===== src/rtl/mmio_io_ctrl_if.sv =====
// CPU-side I/O bus between MemOrIO and the I/O controller.
// Latency: none, wires only; the controller registers rdata one cycle after io_read.
// Backpressure: none, every io_read/io_write strobe completes in one cycle.
interface mmio_io_ctrl_if;
    logic        io_read;
    logic        io_write;
    logic [3:0]  addr;
    logic [31:0] wdata;
    logic [31:0] rdata;

    modport master (
        output io_read,
        output io_write,
        output addr,
        output wdata,
        input  rdata
    );

    modport slave (
        input  io_read,
        input  io_write,
        input  addr,
        input  wdata,
        output rdata
    );
endinterface


===== src/rtl/mmio_io_ctrl.sv =====
// Memory-mapped switch/LED/button controller: SW, LED, STATUS (read-to-clear), BLINK (LED_BLINK_EN).
// Latency: read 1 cycle, write-to-leds 1 cycle, switches 2 cycles, press-to-pending 2+DEBOUNCE_CYCLES+1.
// Backpressure: none, accesses complete in a single cycle; a STATUS read never drops a concurrent press.
module mmio_io_ctrl #(
    parameter int SW_WIDTH          = 16,
    parameter int LED_WIDTH         = 16,
    parameter int DEBOUNCE_CYCLES   = 100000,
    parameter int BLINK_HALF_PERIOD = 5000000
) (
    input  logic                 clk,
    input  logic                 rst,
    mmio_io_ctrl_if.slave        bus,
    input  logic [SW_WIDTH-1:0]  switches,
    input  logic                 comfirm_button,
    output logic [LED_WIDTH-1:0] leds,
    output logic                 confirm_pending
);

    // Counter sized so DEBOUNCE_CYCLES=1 still gets a legal 1-bit counter.
    localparam int CNT_W = (DEBOUNCE_CYCLES > 1) ? $clog2(DEBOUNCE_CYCLES) : 1;
    localparam logic [CNT_W-1:0] CNT_MAX = CNT_W'(DEBOUNCE_CYCLES - 1);

    localparam logic [1:0] REG_SW     = 2'd0;
    localparam logic [1:0] REG_LED    = 2'd1;
    localparam logic [1:0] REG_STATUS = 2'd2;
    localparam logic [1:0] REG_BLINK  = 2'd3;

    typedef enum logic [1:0] {
        DB_LOW       = 2'd0,
        DB_WAIT_HIGH = 2'd1,
        DB_HIGH      = 2'd2,
        DB_WAIT_LOW  = 2'd3
    } db_state_t;

    logic [SW_WIDTH-1:0]  sw_meta_q, sw_sync_q;
    logic                 btn_meta_q, btn_sync_q;
    db_state_t            state_q, state_d;
    logic [CNT_W-1:0]     cnt_q, cnt_d;
    logic                 press_evt;
    logic                 db_level;
    logic                 pending_q, pending_d;
    logic [LED_WIDTH-1:0] led_q, led_d;
    logic [31:0]          rdata_q, rdata_d;
    logic [31:0]          rd_word;
    logic [1:0]           sel;
    logic                 wr_led, wr_blink, rd_status;

    assign sel       = bus.addr[3:2];
    assign wr_led    = bus.io_write && (sel == REG_LED);
    assign wr_blink  = bus.io_write && (sel == REG_BLINK);
    assign rd_status = bus.io_read && (sel == REG_STATUS);

    // Two-flop synchronisers for the asynchronous board inputs.
    always_ff @(posedge clk or posedge rst) begin
        if (rst) begin
            sw_meta_q  <= '0;
            sw_sync_q  <= '0;
            btn_meta_q <= 1'b0;
            btn_sync_q <= 1'b0;
        end else begin
            sw_meta_q  <= switches;
            sw_sync_q  <= sw_meta_q;
            btn_meta_q <= comfirm_button;
            btn_sync_q <= btn_meta_q;
        end
    end

    // Debounce FSM state and stability counter.
    always_ff @(posedge clk or posedge rst) begin
        if (rst) begin
            state_q <= DB_LOW;
            cnt_q   <= '0;
        end else begin
            state_q <= state_d;
            cnt_q   <= cnt_d;
        end
    end

    // Debounce next state: the level only flips after CNT_MAX+1 stable samples; press_evt marks the rising commit.
    always_comb begin
        state_d   = state_q;
        cnt_d     = cnt_q;
        press_evt = 1'b0;
        case (state_q)
            DB_LOW: begin
                if (btn_sync_q) begin
                    state_d = DB_WAIT_HIGH;
                    cnt_d   = '0;
                end
            end
            DB_WAIT_HIGH: begin
                if (!btn_sync_q) begin
                    state_d = DB_LOW;
                    cnt_d   = '0;
                end else if (cnt_q == CNT_MAX) begin
                    state_d   = DB_HIGH;
                    cnt_d     = '0;
                    press_evt = 1'b1;
                end else begin
                    cnt_d = cnt_q + CNT_W'(1);
                end
            end
            DB_HIGH: begin
                if (!btn_sync_q) begin
                    state_d = DB_WAIT_LOW;
                    cnt_d   = '0;
                end
            end
            DB_WAIT_LOW: begin
                if (btn_sync_q) begin
                    state_d = DB_HIGH;
                    cnt_d   = '0;
                end else if (cnt_q == CNT_MAX) begin
                    state_d = DB_LOW;
                    cnt_d   = '0;
                end else begin
                    cnt_d = cnt_q + CNT_W'(1);
                end
            end
            default: begin
                state_d = DB_LOW;
                cnt_d   = '0;
            end
        endcase
    end

    assign db_level = (state_q == DB_HIGH) || (state_q == DB_WAIT_LOW);

    // Sticky press flag: a new press wins over a same-cycle STATUS read so no event is lost.
    always_comb begin
        pending_d = pending_q;
        if (press_evt) begin
            pending_d = 1'b1;
        end else if (rd_status) begin
            pending_d = 1'b0;
        end
    end

    // Pending flag register.
    always_ff @(posedge clk or posedge rst) begin
        if (rst) begin
            pending_q <= 1'b0;
        end else begin
            pending_q <= pending_d;
        end
    end

    // LED register write decode.
    always_comb begin
        led_d = led_q;
        if (wr_led) begin
            led_d = bus.wdata[LED_WIDTH-1:0];
        end
    end

    // LED register.
    always_ff @(posedge clk or posedge rst) begin
        if (rst) begin
            led_q <= '0;
        end else begin
            led_q <= led_d;
        end
    end

`ifdef LED_BLINK_EN
    localparam int PH_W = (BLINK_HALF_PERIOD > 1) ? $clog2(BLINK_HALF_PERIOD) : 1;
    localparam logic [PH_W-1:0] PH_MAX = PH_W'(BLINK_HALF_PERIOD - 1);

    logic [PH_W-1:0]      ph_cnt_q, ph_cnt_d;
    logic                 phase_q, phase_d;
    logic [LED_WIDTH-1:0] mask_q, mask_d;
    logic [LED_WIDTH-1:0] leds_q, leds_d;
    logic                 unused_cfg;

    // Blink phase, mask and LED drive next state; leds_d uses next-state values to keep write latency at 1.
    always_comb begin
        ph_cnt_d = ph_cnt_q + PH_W'(1);
        phase_d  = phase_q;
        if (ph_cnt_q == PH_MAX) begin
            ph_cnt_d = '0;
            phase_d  = ~phase_q;
        end
        mask_d = mask_q;
        if (wr_blink) begin
            mask_d = bus.wdata[LED_WIDTH-1:0];
        end
        leds_d = led_d ^ (mask_d & {LED_WIDTH{phase_d}});
    end

    // Blink state and registered LED drive.
    always_ff @(posedge clk or posedge rst) begin
        if (rst) begin
            ph_cnt_q <= '0;
            phase_q  <= 1'b0;
            mask_q   <= '0;
            leds_q   <= '0;
        end else begin
            ph_cnt_q <= ph_cnt_d;
            phase_q  <= phase_d;
            mask_q   <= mask_d;
            leds_q   <= leds_d;
        end
    end

    assign leds       = leds_q;
    assign unused_cfg = ^{bus.addr[1:0], bus.wdata};
`else
    logic [LED_WIDTH-1:0] mask_q;
    logic                 unused_cfg;

    // No blink hardware: BLINK reads as zero and its writes fall away.
    assign mask_q     = '0;
    assign leds       = led_q;
    assign unused_cfg = ^{bus.addr[1:0], bus.wdata, wr_blink, (BLINK_HALF_PERIOD > 0)};
`endif

    // Read mux over pre-write register values.
    always_comb begin
        rd_word = '0;
        case (sel)
            REG_SW:     rd_word[SW_WIDTH-1:0]  = sw_sync_q;
            REG_LED:    rd_word[LED_WIDTH-1:0] = led_q;
            REG_STATUS: rd_word[1:0]           = {db_level, pending_q};
            REG_BLINK:  rd_word[LED_WIDTH-1:0] = mask_q;
            default:    rd_word = '0;
        endcase
        rdata_d = bus.io_read ? rd_word : rdata_q;
    end

    // Read data register, held between reads.
    always_ff @(posedge clk or posedge rst) begin
        if (rst) begin
            rdata_q <= '0;
        end else begin
            rdata_q <= rdata_d;
        end
    end

    assign bus.rdata       = rdata_q;
    assign confirm_pending = pending_q;

endmodule


===== src/flat_wrapper.sv =====
// flat-port wrapper written by rule: the top's interface ports become plain ports
module mmio_io_ctrl_flat 
#(
    parameter int SW_WIDTH          = 16,
    parameter int LED_WIDTH         = 16,
    parameter int DEBOUNCE_CYCLES   = 100000,
    parameter int BLINK_HALF_PERIOD = 5000000
)
  (clk, rst, switches, comfirm_button, leds, confirm_pending, bus_io_read, bus_io_write, bus_addr, bus_wdata, bus_rdata);
  mmio_io_ctrl_if bus_i ();
  input  logic clk;
  input  logic rst;
  input  logic [SW_WIDTH-1:0] switches;
  input  logic comfirm_button;
  output logic [LED_WIDTH-1:0] leds;
  output logic confirm_pending;
  input wire logic [$bits(bus_i.io_read)-1:0] bus_io_read;
  input wire logic [$bits(bus_i.io_write)-1:0] bus_io_write;
  input wire logic [$bits(bus_i.addr)-1:0] bus_addr;
  input wire logic [$bits(bus_i.wdata)-1:0] bus_wdata;
  output wire logic [$bits(bus_i.rdata)-1:0] bus_rdata;
  assign bus_i.io_read = bus_io_read;
  assign bus_i.io_write = bus_io_write;
  assign bus_i.addr = bus_addr;
  assign bus_i.wdata = bus_wdata;
  assign bus_rdata = bus_i.rdata;
  mmio_io_ctrl #(.SW_WIDTH(SW_WIDTH), .LED_WIDTH(LED_WIDTH), .DEBOUNCE_CYCLES(DEBOUNCE_CYCLES), .BLINK_HALF_PERIOD(BLINK_HALF_PERIOD)) u_core (.clk(clk), .rst(rst), .bus(bus_i), .switches(switches), .comfirm_button(comfirm_button), .leds(leds), .confirm_pending(confirm_pending));
endmodule

===== config.mk =====
export PLATFORM = sky130hd
export DESIGN_NAME = mmio_io_ctrl_flat
export DESIGN_NICKNAME = d
export VERILOG_FILES = /design/src/rtl/mmio_io_ctrl_if.sv /design/src/rtl/mmio_io_ctrl.sv /design/src/flat_wrapper.sv
export SDC_FILE = /design/constraint.sdc
export NUM_CORES = 1
export LEC_CHECK = 0
export BUFFER_PORTS_ARGS = -buffer_cell sky130_fd_sc_hd__buf_2
export CORE_ASPECT_RATIO = 0.5
export CORE_MARGIN = 8
export CORE_UTILIZATION = 40
export DETAILED_ROUTE_END_ITERATION = 6
export GPL_ROUTABILITY_DRIVEN = 0
export GPL_TIMING_DRIVEN = 0
export SYNTH_ARGS = -nofsm -noshare
export SYNTH_HDL_FRONTEND = slang
export SYNTH_SLANG_ARGS = --single-unit

===== constraint.sdc =====
create_clock -name clk -period 5.4 [get_ports clk]
set_input_delay 0.54 -clock clk [delete_from_list [all_inputs] [get_ports clk]]
set_output_delay 0.54 -clock clk [all_outputs]
set_load 0.02 [all_outputs]

# Word level (Yosys, flattened, before mapping)
# Cells that the tools add are included.
# Widths: inputs -> output; s select.
# word_totals
output_inout_bits,49
inputBits,57
regBits,86
# classes
reduce_logical,8
muxes,20
eq_ne,11
add_sub_neg,1
# op_table
operator,n
$mux 17,5
$pmux 17 s4,1
$pmux 14 s2,1
$add 17x1->17 const B,1
$eq 17x17->1 const B,1
$pmux 2 s4,2
$mux 2,6
$eq 2x2->1 const B,4
$mux 1,5
$eq 2x1->1 const B,2
$logic_not 2->1,2
$reduce_and 4->1,1
$ne 3x1->1 const B,1
$ne 3x3->1 const B,1
$logic_and 1x1->1,2
$ne 2x1->1 const B,1
$ne 2x2->1 const B,1
$reduce_and 2->1,1
$reduce_bool 2->1,1
$logic_or 1x1->1,1

# Depth between registers and ports, before layout
# Gate-level depths: netlist of run 1.
# logic_depth
word_depth,5
ltp_mapped,7
mapped_depth_nobuf,6

# Worst setup path after synthesis of run 1
# OpenSTA, ideal clock, no wires.
# synth_timing
path_kind,input -> register
start,input port bus_addr[2]
end,"register u_core.led_q[0], in the netlist u_core.leds[0]"
arrival_ns,1.620
slack_ns,3.652
setup_time_ns,0.128
path_stages,5
required_time_ns,5.272
path_cell_list,buf_2 nor2b_1 nand2_1 buf_2 mux2_1
# synth_via
elab_chain_cells,2
# synth_lines
element,line,source
from (decl),flat_wrapper.sv:19,input wire logic [$bits(bus_i.addr)-1:0] bus_addr;
$eq 2x1->1,mmio_io_ctrl.sv:49,assign wr_led = bus.io_write && (sel == REG_LED);
$logic_and 1x1->1,mmio_io_ctrl.sv:49,
to (signal assigned),mmio_io_ctrl.sv:161,led_q <= led_d;
to (decl),mmio_io_ctrl.sv:42,"logic [LED_WIDTH-1:0] led_q, led_d;"
# No other way between the ends.
# A chain may end at the register's enable or synchronous reset.

# Worst setup path in the final report of run 1
# layout_timing
start,register u_core.cnt_q[0]
end,register u_core.cnt_q[16]
# layout_via
elab_chain_cells,4
elab_cells_between_ends,6
classes_between,add/sub: 1; eq/ne: 1; mux: 4
# layout_lines
element,line,source
from (decl),mmio_io_ctrl.sv:38,"logic [CNT_W-1:0] cnt_q, cnt_d;"
from (signal assigned),mmio_io_ctrl.sv:75,cnt_q <= cnt_d;
$add 17x1->17 / $eq 17x17->1 (equally long branches),n/a,
$mux 17 (*),"mmio_io_ctrl.sv:95, mmio_io_ctrl.sv:113",
"$mux 17, on equally long branches","mmio_io_ctrl.sv:110, mmio_io_ctrl.sv:92",
$pmux 17 s4 (*),mmio_io_ctrl.sv:84,case (state_q)
# Mark *: on every way between the ends. The rest lies on a longest branch, timed or not.

==> summary.md, run 1 <==
| Metric | Value |
|---|---|
| Compound-Gate Fraction of Synth Area | `under 10%` |
| Diodes inserted | `0` |
| Area grow syn2layout | `26.4%` |
| Final setup violation count | `0` |
| Clock Latency Late Sink | `approximately 0.34 ns` |
| CTS tree | `yes` |
| Syn Inst Count | `around 290` |
| Synth Area in Simple Gates | `between 10% and 20%` |
| Peak supply drop | `a little over 0.2 mV` |
| Total gr overflow | `0` |
| Cell Pwr Density | `approximately 400 mW/mm^2` |
| EDFF count, synth | `0` |
| WL met3 | `roughly 650 um` |
| Rows | `24` |
| Via count | `about 2400` |
| Setup tns final | `0 ns` |
| Clock slew at reported path FFs | `0.06 ns` |
| Pwr Total | `around 0.0017 W` |
| Ys Warns | `0` |
| Post-synth top area share | `a little over three fifths` |
| Hold buffer count at CTS | `0` |
| Slew Viols, Final | `0` |
| Port bufs | `70` |
| Crit path DAT | `~2.2 ns` |
| Worst Clk Skew | `0.00815 ns` |
| Worst Max-Slew Pin Slew | `~0.62 ns` |
| Hold WS | `~0.12 ns` |
| Top cell type by total area after synthesis | `dfrtp_1` |
| R2R cell count | `6` |
| Sequential power share | `43.2%` |
| Most frequent cells in the layout | `dfrtp_1, buf_2, inv_1` |
| Ys async rst share | `100%` |
| Critical R2R Launch | `u_core.cnt_q[0]$_DFFE_PP0P_` |
| Post-CTS setup buffers | `0` |
| Detailed-route DRC error count | `0` |
| Setup slack, reg-to-reg | `around 3.4 ns` |
| DIE WIDTH | `approximately 150 um` |
| Sw Share | `29.5%` |
| Top cells by area, synth | `dfrtp_1, mux2i_1, buf_4` |
| Avg Cell Area, Syn | `between 10 and 15 um^2` |
| Router iterations before antenna repair | `4` |
| Top sig layer | `met4` |
| Commonest non-fill, non-tap cell in the layout | `dfrtp_1` |
| Non-Filler Instances | `roughly 500` |
| Synthesized area | `approximately 0.0034 mm^2` |
| Critical Path RT | `between 5 and 6 ns` |
| CTS Buf Count | `9` |
| Xor and xnor area share after synthesis | `~1.0%` |
| Initial antenna violation count | `0` |
| CTS root buf | `clkbuf_16` |
| Switching power | `between 0.0005 and 0.0006 W` |
| Clk pwr share | `roughly 38%` |
| Placed cell count | `between 400 and 500` |
| Pin count of the biggest net entering global routing | `72` |
| Leak | `between 2 and 2.5 nW` |
| Starting Density | `40.3%` |
| H-tree depth | `3` |
| Sequential share of the synthesized area | `between 60% and 70%` |
| Final Hold Viols | `0` |
| Max-cap violation count | `0` |
| Routed Antenna Nets | `0` |
| Comb pwr share | `between 10% and 20%` |
| Crit path launch type | `flop` |
| Max Freq | `about 510 MHz` |
| Max-slew headroom | `58.5%` |
| Yosys cell types | `40` |
| Fin crit share | `between 30 and 40%` |
| CTS-repair resized insts | `0` |
| Clock sinks | `86` |
| WL met1 | `between 3000 and 4000 um` |
| R2r endpoint | `u_core.cnt_q[16]$_DFFE_PP0P_` |
| First-pass GRT wire length | `about 13000 um` |
| Final HPWL DP | `around 5800 um` |
| Final core occ | `between 50% and 60%` |
| Core area | `between 0.008 and 0.009 mm^2` |
| Main combinational cell family by area after synthesis | `simple AND/OR/NAND/NOR gates` |
| Post-synthesis mux area share | `10.2%` |
| WL per Instance | `around 15 um` |
| Hold Crit Class | `in2async` |
| Number of synthesized register bits | `86` |
| Synth Flop Type | `dfrtp_1` |
| 1st-iter DRT viols | `roughly 150` |
| Vias/cell | `approximately 4.7` |
| Critical Path End Type | `flop` |
| GRT Total Usage | `roughly 14%` |
| Vias in the first global route | `~2400` |
| Critical path class | `reg2reg` |
| Die Height | `81.4 um` |
| Post-layout min period | `a little under 2 ns` |
| Status | `complete, no violations` |
| # IOs | `about 110` |
| DRT Wirelength | `between 7000 and 8000 um` |
| Deepest clock path buffer count | `2` |
| Worst-path maximum fanout | `5` |
| Die area | `~0.012 mm^2` |
| Synthesized-area fraction occupied by adder cells | `less than 1%` |
| Met2 routed WL | `between 3000 and 4000 um` |
| Share of cells above drive strength 1 | `30.5%` |
| Final nets | `440` |
| Cell internal pwr | `between 0.001 and 0.0015 W` |
| RSZ-0062 raised after global routing | `no` |
-- routing by layer --
| metal | GRT usage (%) | vias up |
|---|---|---|
| li1 | - | 1144 |
| met1 | 19.0 | 1134 |
| met4 | 5.20 | 0 |
| met5 | 0 | - |
| met3 | 5.77 | 9 |
| met2 | 19.6 | 79 |
-- state kept, by name (all words and copies together), names as in the netlist, named ones only --
signal,flops
u_core.sw_sync_q,16
u_core.btn_sync_q,1
u_core.bus.rdata,16
u_core.sw_meta_q,16
u_core.confirm_pending,1
u_core.leds,16
u_core.state_q,1
u_core.cnt_q,17
u_core.btn_meta_q,1
-- synthesized netlist by cell type, types with 6 or more instances --
| master | instances |
|---|---|
| mux2_2 | 6 |
| a21oi_1 | 12 |
| mux2i_1 | 17 |
| buf_4 | 16 |
| nand3_1 | 11 |
| nor2_1 | 10 |
| mux2_1 | 10 |
| o22ai_1 | 14 |
| inv_1 | 21 |
| o21ai_1 | 10 |
| dfrtp_1 | 86 |
| or3_1 | 8 |
| nand2_1 | 19 |
-- metrics by stage --
stage,worst slack [ns],cell area [um^2]
floorplan,2.64,3480
detailed placement,3.29,4010
global route,3.23,4330
finish,3.44,4330
global placement,1.61,3980
CTS,3.46,4330
-- final cells by class --
type | instances | area, um^2
Buffer | 24 | 161
Clock buffer | 9 | 225
Clock inverter | 7 | 97.6
Fill cell | 780 | 4170
Inverter | 21 | 81.3
Multi-Input combinational cell | 169 | 1090
Sequential cell | 86 | 2150
Tap cell | 117 | 146
Timing Repair Buffer | 71 | 378
-- logic make-up (layout without fill, tap and decap cells) --
family / count (synthesis) / in the layout
flops: 86 / 86
simple gates: 68 / 68
compound gates: 47 / 47
other cells: 1 / 16
xor+xnor: 4 / 4
buf+inv: 45 / 132
mux: 33 / 33
fa+ha+maj: 1 / 1
-- power groups by stage --
stage | Combinational [W] | Sequential, W | Clock [W]
5_1_grt | 0.000368 | 0.000766 | 0.000707
4_1_cts | 0.000335 | 0.000757 | 0.000675
3_5_place_dp | 0.000332 | 0.000769 | 0
2_1_floorplan | 0.000176 | 0.000805 | 0
3_3_place_gp | 0.000324 | 0.000766 | 0
6_report | 0.000330 | 0.000756 | 0.000663
-- worst max-delay path by stage --
stage,end,depth (start not counted),startpoint
6_report,u_core.cnt_q[16]$_DFFE_PP0P_,6,u_core.cnt_q[0]$_DFFE_PP0P_
5_1_grt,u_core.cnt_q[16]$_DFFE_PP0P_,6,u_core.cnt_q[0]$_DFFE_PP0P_
4_1_cts,u_core.cnt_q[16]$_DFFE_PP0P_,6,u_core.cnt_q[0]$_DFFE_PP0P_
3_5_place_dp,u_core.leds[2]$_DFFE_PP0P_,5,bus_addr[2]
3_3_place_gp,u_core.bus.rdata[14]$_DFFE_PP0P_,2,rst
2_1_floorplan,asynchronous set/reset pin,1,rst
-- worst max-delay path, cell delays in order, from the launching register on --
cell and delay (ns):
dfrtp_1 0.40, ha_1 0.22, nand3_1 0.21, nor4_1 0.44, nand4_1 0.19, or3_1 0.33, o21ai_1 0.09
(Power assumes the default switching activity.)
==> inputs of run 2 (changes only) <==
==> constraint.sdc (replaced) <==
create_clock -name clk -period 1.9 [get_ports clk]
set_input_delay 0.19 -clock clk [delete_from_list [all_inputs] [get_ports clk]]
set_output_delay 0.19 -clock clk [all_outputs]
set_load 0.02 [all_outputs]
==> summary.md, run 2 (synthesized netlist as in run 1, its figures left out) <==
| Metric | Value |
|---|---|
| Status | `complete, no violations` |
| Clock slew at reported path FFs | `approximately 0.060 ns` |
| Sw Share | `a little under a third` |
| Switching power | `0.00156 W` |
| Pin count of the biggest net entering global routing | `42` |
| Commonest non-fill, non-tap cell in the layout | `dfrtp_1` |
| Via count | `2486` |
| Comb pwr share | `21.1%` |
| Critical Path End Type | `flop` |
| Die Height | `slightly above 80 um` |
| Final Hold Viols | `0` |
| Fillers | `around 730` |
| Place WS | `-0.0532 ns` |
| Area grow syn2layout | `33.6%` |
| Worst-path maximum fanout | `5` |
| CTS tree | `yes` |
| Core area | `about 0.0085 mm^2` |
| Max-slew headroom | `approximately 63%` |
| Final nets | `~470` |
| # IOs | `106` |
| Setup slack, reg-to-reg | `0.1 ns` |
| Diodes inserted | `0` |
| Crit path DAT | `approximately 2.1 ns` |
| Leak | `between 2 and 2.5 nW` |
| Design area | `~0.0046 mm^2` |
| Peak supply drop | `0.639 mV` |
| GRT Total Usage | `roughly 14%` |
| R2r endpoint | `u_core.cnt_q[16]$_DFFE_PP0P_` |
| Critical path class | `reg2reg` |
| Share of cells above drive strength 1 | `between 30% and 40%` |
| Detailed-route DRC error count | `0` |
| Largest reg by FF count | `u_core.cnt_q` |
| Most frequent cells in the layout | `dfrtp_1, buf_2, buf_4` |
| Largest register FFs | `17` |
| Starting Density | `about two fifths` |
| Crit-path cells | `ha_2, nand3_2, nor4_4, nand4_1, or3_1, o21ai_1` |
| Fin crit share | `between 90 and 100%` |
| Worst hold path stage count | `2` |
| 1st-iter DRT viols | `around 120` |
| Worst Clk Skew | `0.00664 ns` |
| Clk pwr share | `about a third` |
| Worst Max-Slew Pin Slew | `0.560 ns` |
| Clock Latency Late Sink | `0.34 ns` |
| Max Freq | `between 500 and 600 MHz` |
| Total gr overflow | `0` |
| Post-layout min period | `between 1.5 and 2 ns` |
| Clock sinks | `between 80 and 90` |
| Worst path max stage delay | `0.42 ns` |
| Initial antenna violation count | `0` |
| RSZ-0062 raised after global routing | `no` |
| Critical R2R Launch | `u_core.cnt_q[0]$_DFFE_PP0P_` |
| Final core occ | `between 50% and 60%` |
| Critical Path RT | `around 2.2 ns` |
| First-pass GRT wire length | `12900 um` |
| Port bufs | `70` |
| HP Start | `bus_wdata[8]` |
| Cell internal pwr | `around 0.0033 W` |
| Router iterations before antenna repair | `5` |
| Final setup violation count | `0` |
| Routed Antenna Nets | `0` |
| Rows | `24` |
| R2R cell count | `6` |
| Cell Pwr Density | `between 1000 and 1500 mW/mm^2` |
| Die area | `0.0120 mm^2` |
| Deepest clock path buffer count | `2` |
| H-tree depth | `3` |
| Hold Crit Class | `in2reg` |
| Worst path slowest cell | `dfrtp_1` |
| DIE WIDTH | `between 100 and 150 um` |
| DRT Wirelength | `about 8000 um` |
| Endpoint of the worst hold-timing path | `u_core.leds[8]$_DFFE_PP0P_` |
| WL per Instance | `around 15 um` |
| Post-place instance area | `just over 0.004 mm^2` |
| Slew Viols, Final | `0` |
| Sequential power share | `between 40 and 50%` |
| Vias in the first global route | `2464` |
| CTS Buf Count | `9` |
| Vias/cell | `approximately 4.7` |
| Crit path launch type | `flop` |
| Max-cap violation count | `0` |
| CTS root buf | `clkbuf_16` |
| Setup WS post-layout | `about 0.096 ns` |
| Final HPWL DP | `just under 6000 um` |
## run 2: changes by cell type in the layout (fill, tap and decap cells not counted), sizes merged
cell / delta
buf: +7
inv: +4
dlygate4sd3: +18
bufinv: -2
clkinv: -2
## run 2: layout make-up
| type | count | area (um^2) | area share, % |
|---|---|---|---|
| Buffer | 24 | 163 | 3.55 |
| Multi-Input combinational cell | 169 | 1130 | 24.7 |
| Inverter | 21 | 82.6 | 1.80 |
| Tap cell | 117 | 146 | 3.20 |
| Clock buffer | 9 | 225 | 4.92 |
| Sequential cell | 86 | 2150 | 47.0 |
| Timing Repair Buffer | 96 | 616 | 13.5 |
| Clock inverter | 7 | 62.6 | 1.37 |
## run 2: power groups by stage
stage / combinational [W] / clock (W) / sequential (W)
floorplan: 0.000501 / 0 / 0.00229
global placement: 0.000923 / 0 / 0.00218
detailed placement: 0.000949 / 0 / 0.00219
CTS: 0.000986 / 0.00174 / 0.00216
global route: 0.00113 / 0.00183 / 0.00219
finish: 0.00103 / 0.00170 / 0.00216
## run 2: critical path, delay by kind of cell (launching register included)
kind            cells  cell delay (ns)
simple gates        4             0.98
compound gates      1             0.09
flops               1             0.42
fa+ha+maj           1             0.24
## run 2: worst max path at each step
stage	start	endpoint	slack, ns	depth (start not counted)
finish	u_core.cnt_q[0]$_DFFE_PP0P_	u_core.cnt_q[16]$_DFFE_PP0P_	0.1	6
detailed placement	u_core.cnt_q[0]$_DFFE_PP0P_	flop	-0.05	7
CTS	flop	u_core.cnt_q[11]$_DFFE_PP0P_	0.04	6
floorplan	u_core.cnt_q[0]$_DFFE_PP0P_	u_core.cnt_q[10]$_DFFE_PP0P_	0.21	7
global route	u_core.cnt_q[0]$_DFFE_PP0P_	u_core.cnt_q[16]$_DFFE_PP0P_	0.002	6
global placement	u_core.cnt_q[0]$_DFFE_PP0P_	u_core.cnt_q[12]$_DFFE_PP0P_	-0.03	7
## run 2: metrics by stage
step,power (W),std cells,hold slack (ns),setup TNS (ns)
3_5_place_dp,0.00314,489,0.196,-0.204
3_3_place_gp,0.00310,487,0.299,-0.0751
5_1_grt,0.00514,529,0.0506,0
4_1_cts,0.00488,523,0.0482,0
6_report,0.00490,529,0.0566,0
2_1_floorplan,0.00279,300,0.221,0
## run 2: per-layer routing
metal  routed length [um]  track usage [%]
met4                  107             4.69
met1                 3930             18.8
met3                  608             6.49
met5                    0                0
met2                 3340             19.6
## run 2: repair_timing
item | 4_1_cts | 5_1_grt
hold endpoints to repair | 32 | 0
pin swaps | 1 | 3
cloned | 0 | 0
resized for setup | 3 | 6
setup buffers | 0 | 6
hold buffers | 18 | 0
setup endpoints to repair | 7 | 8
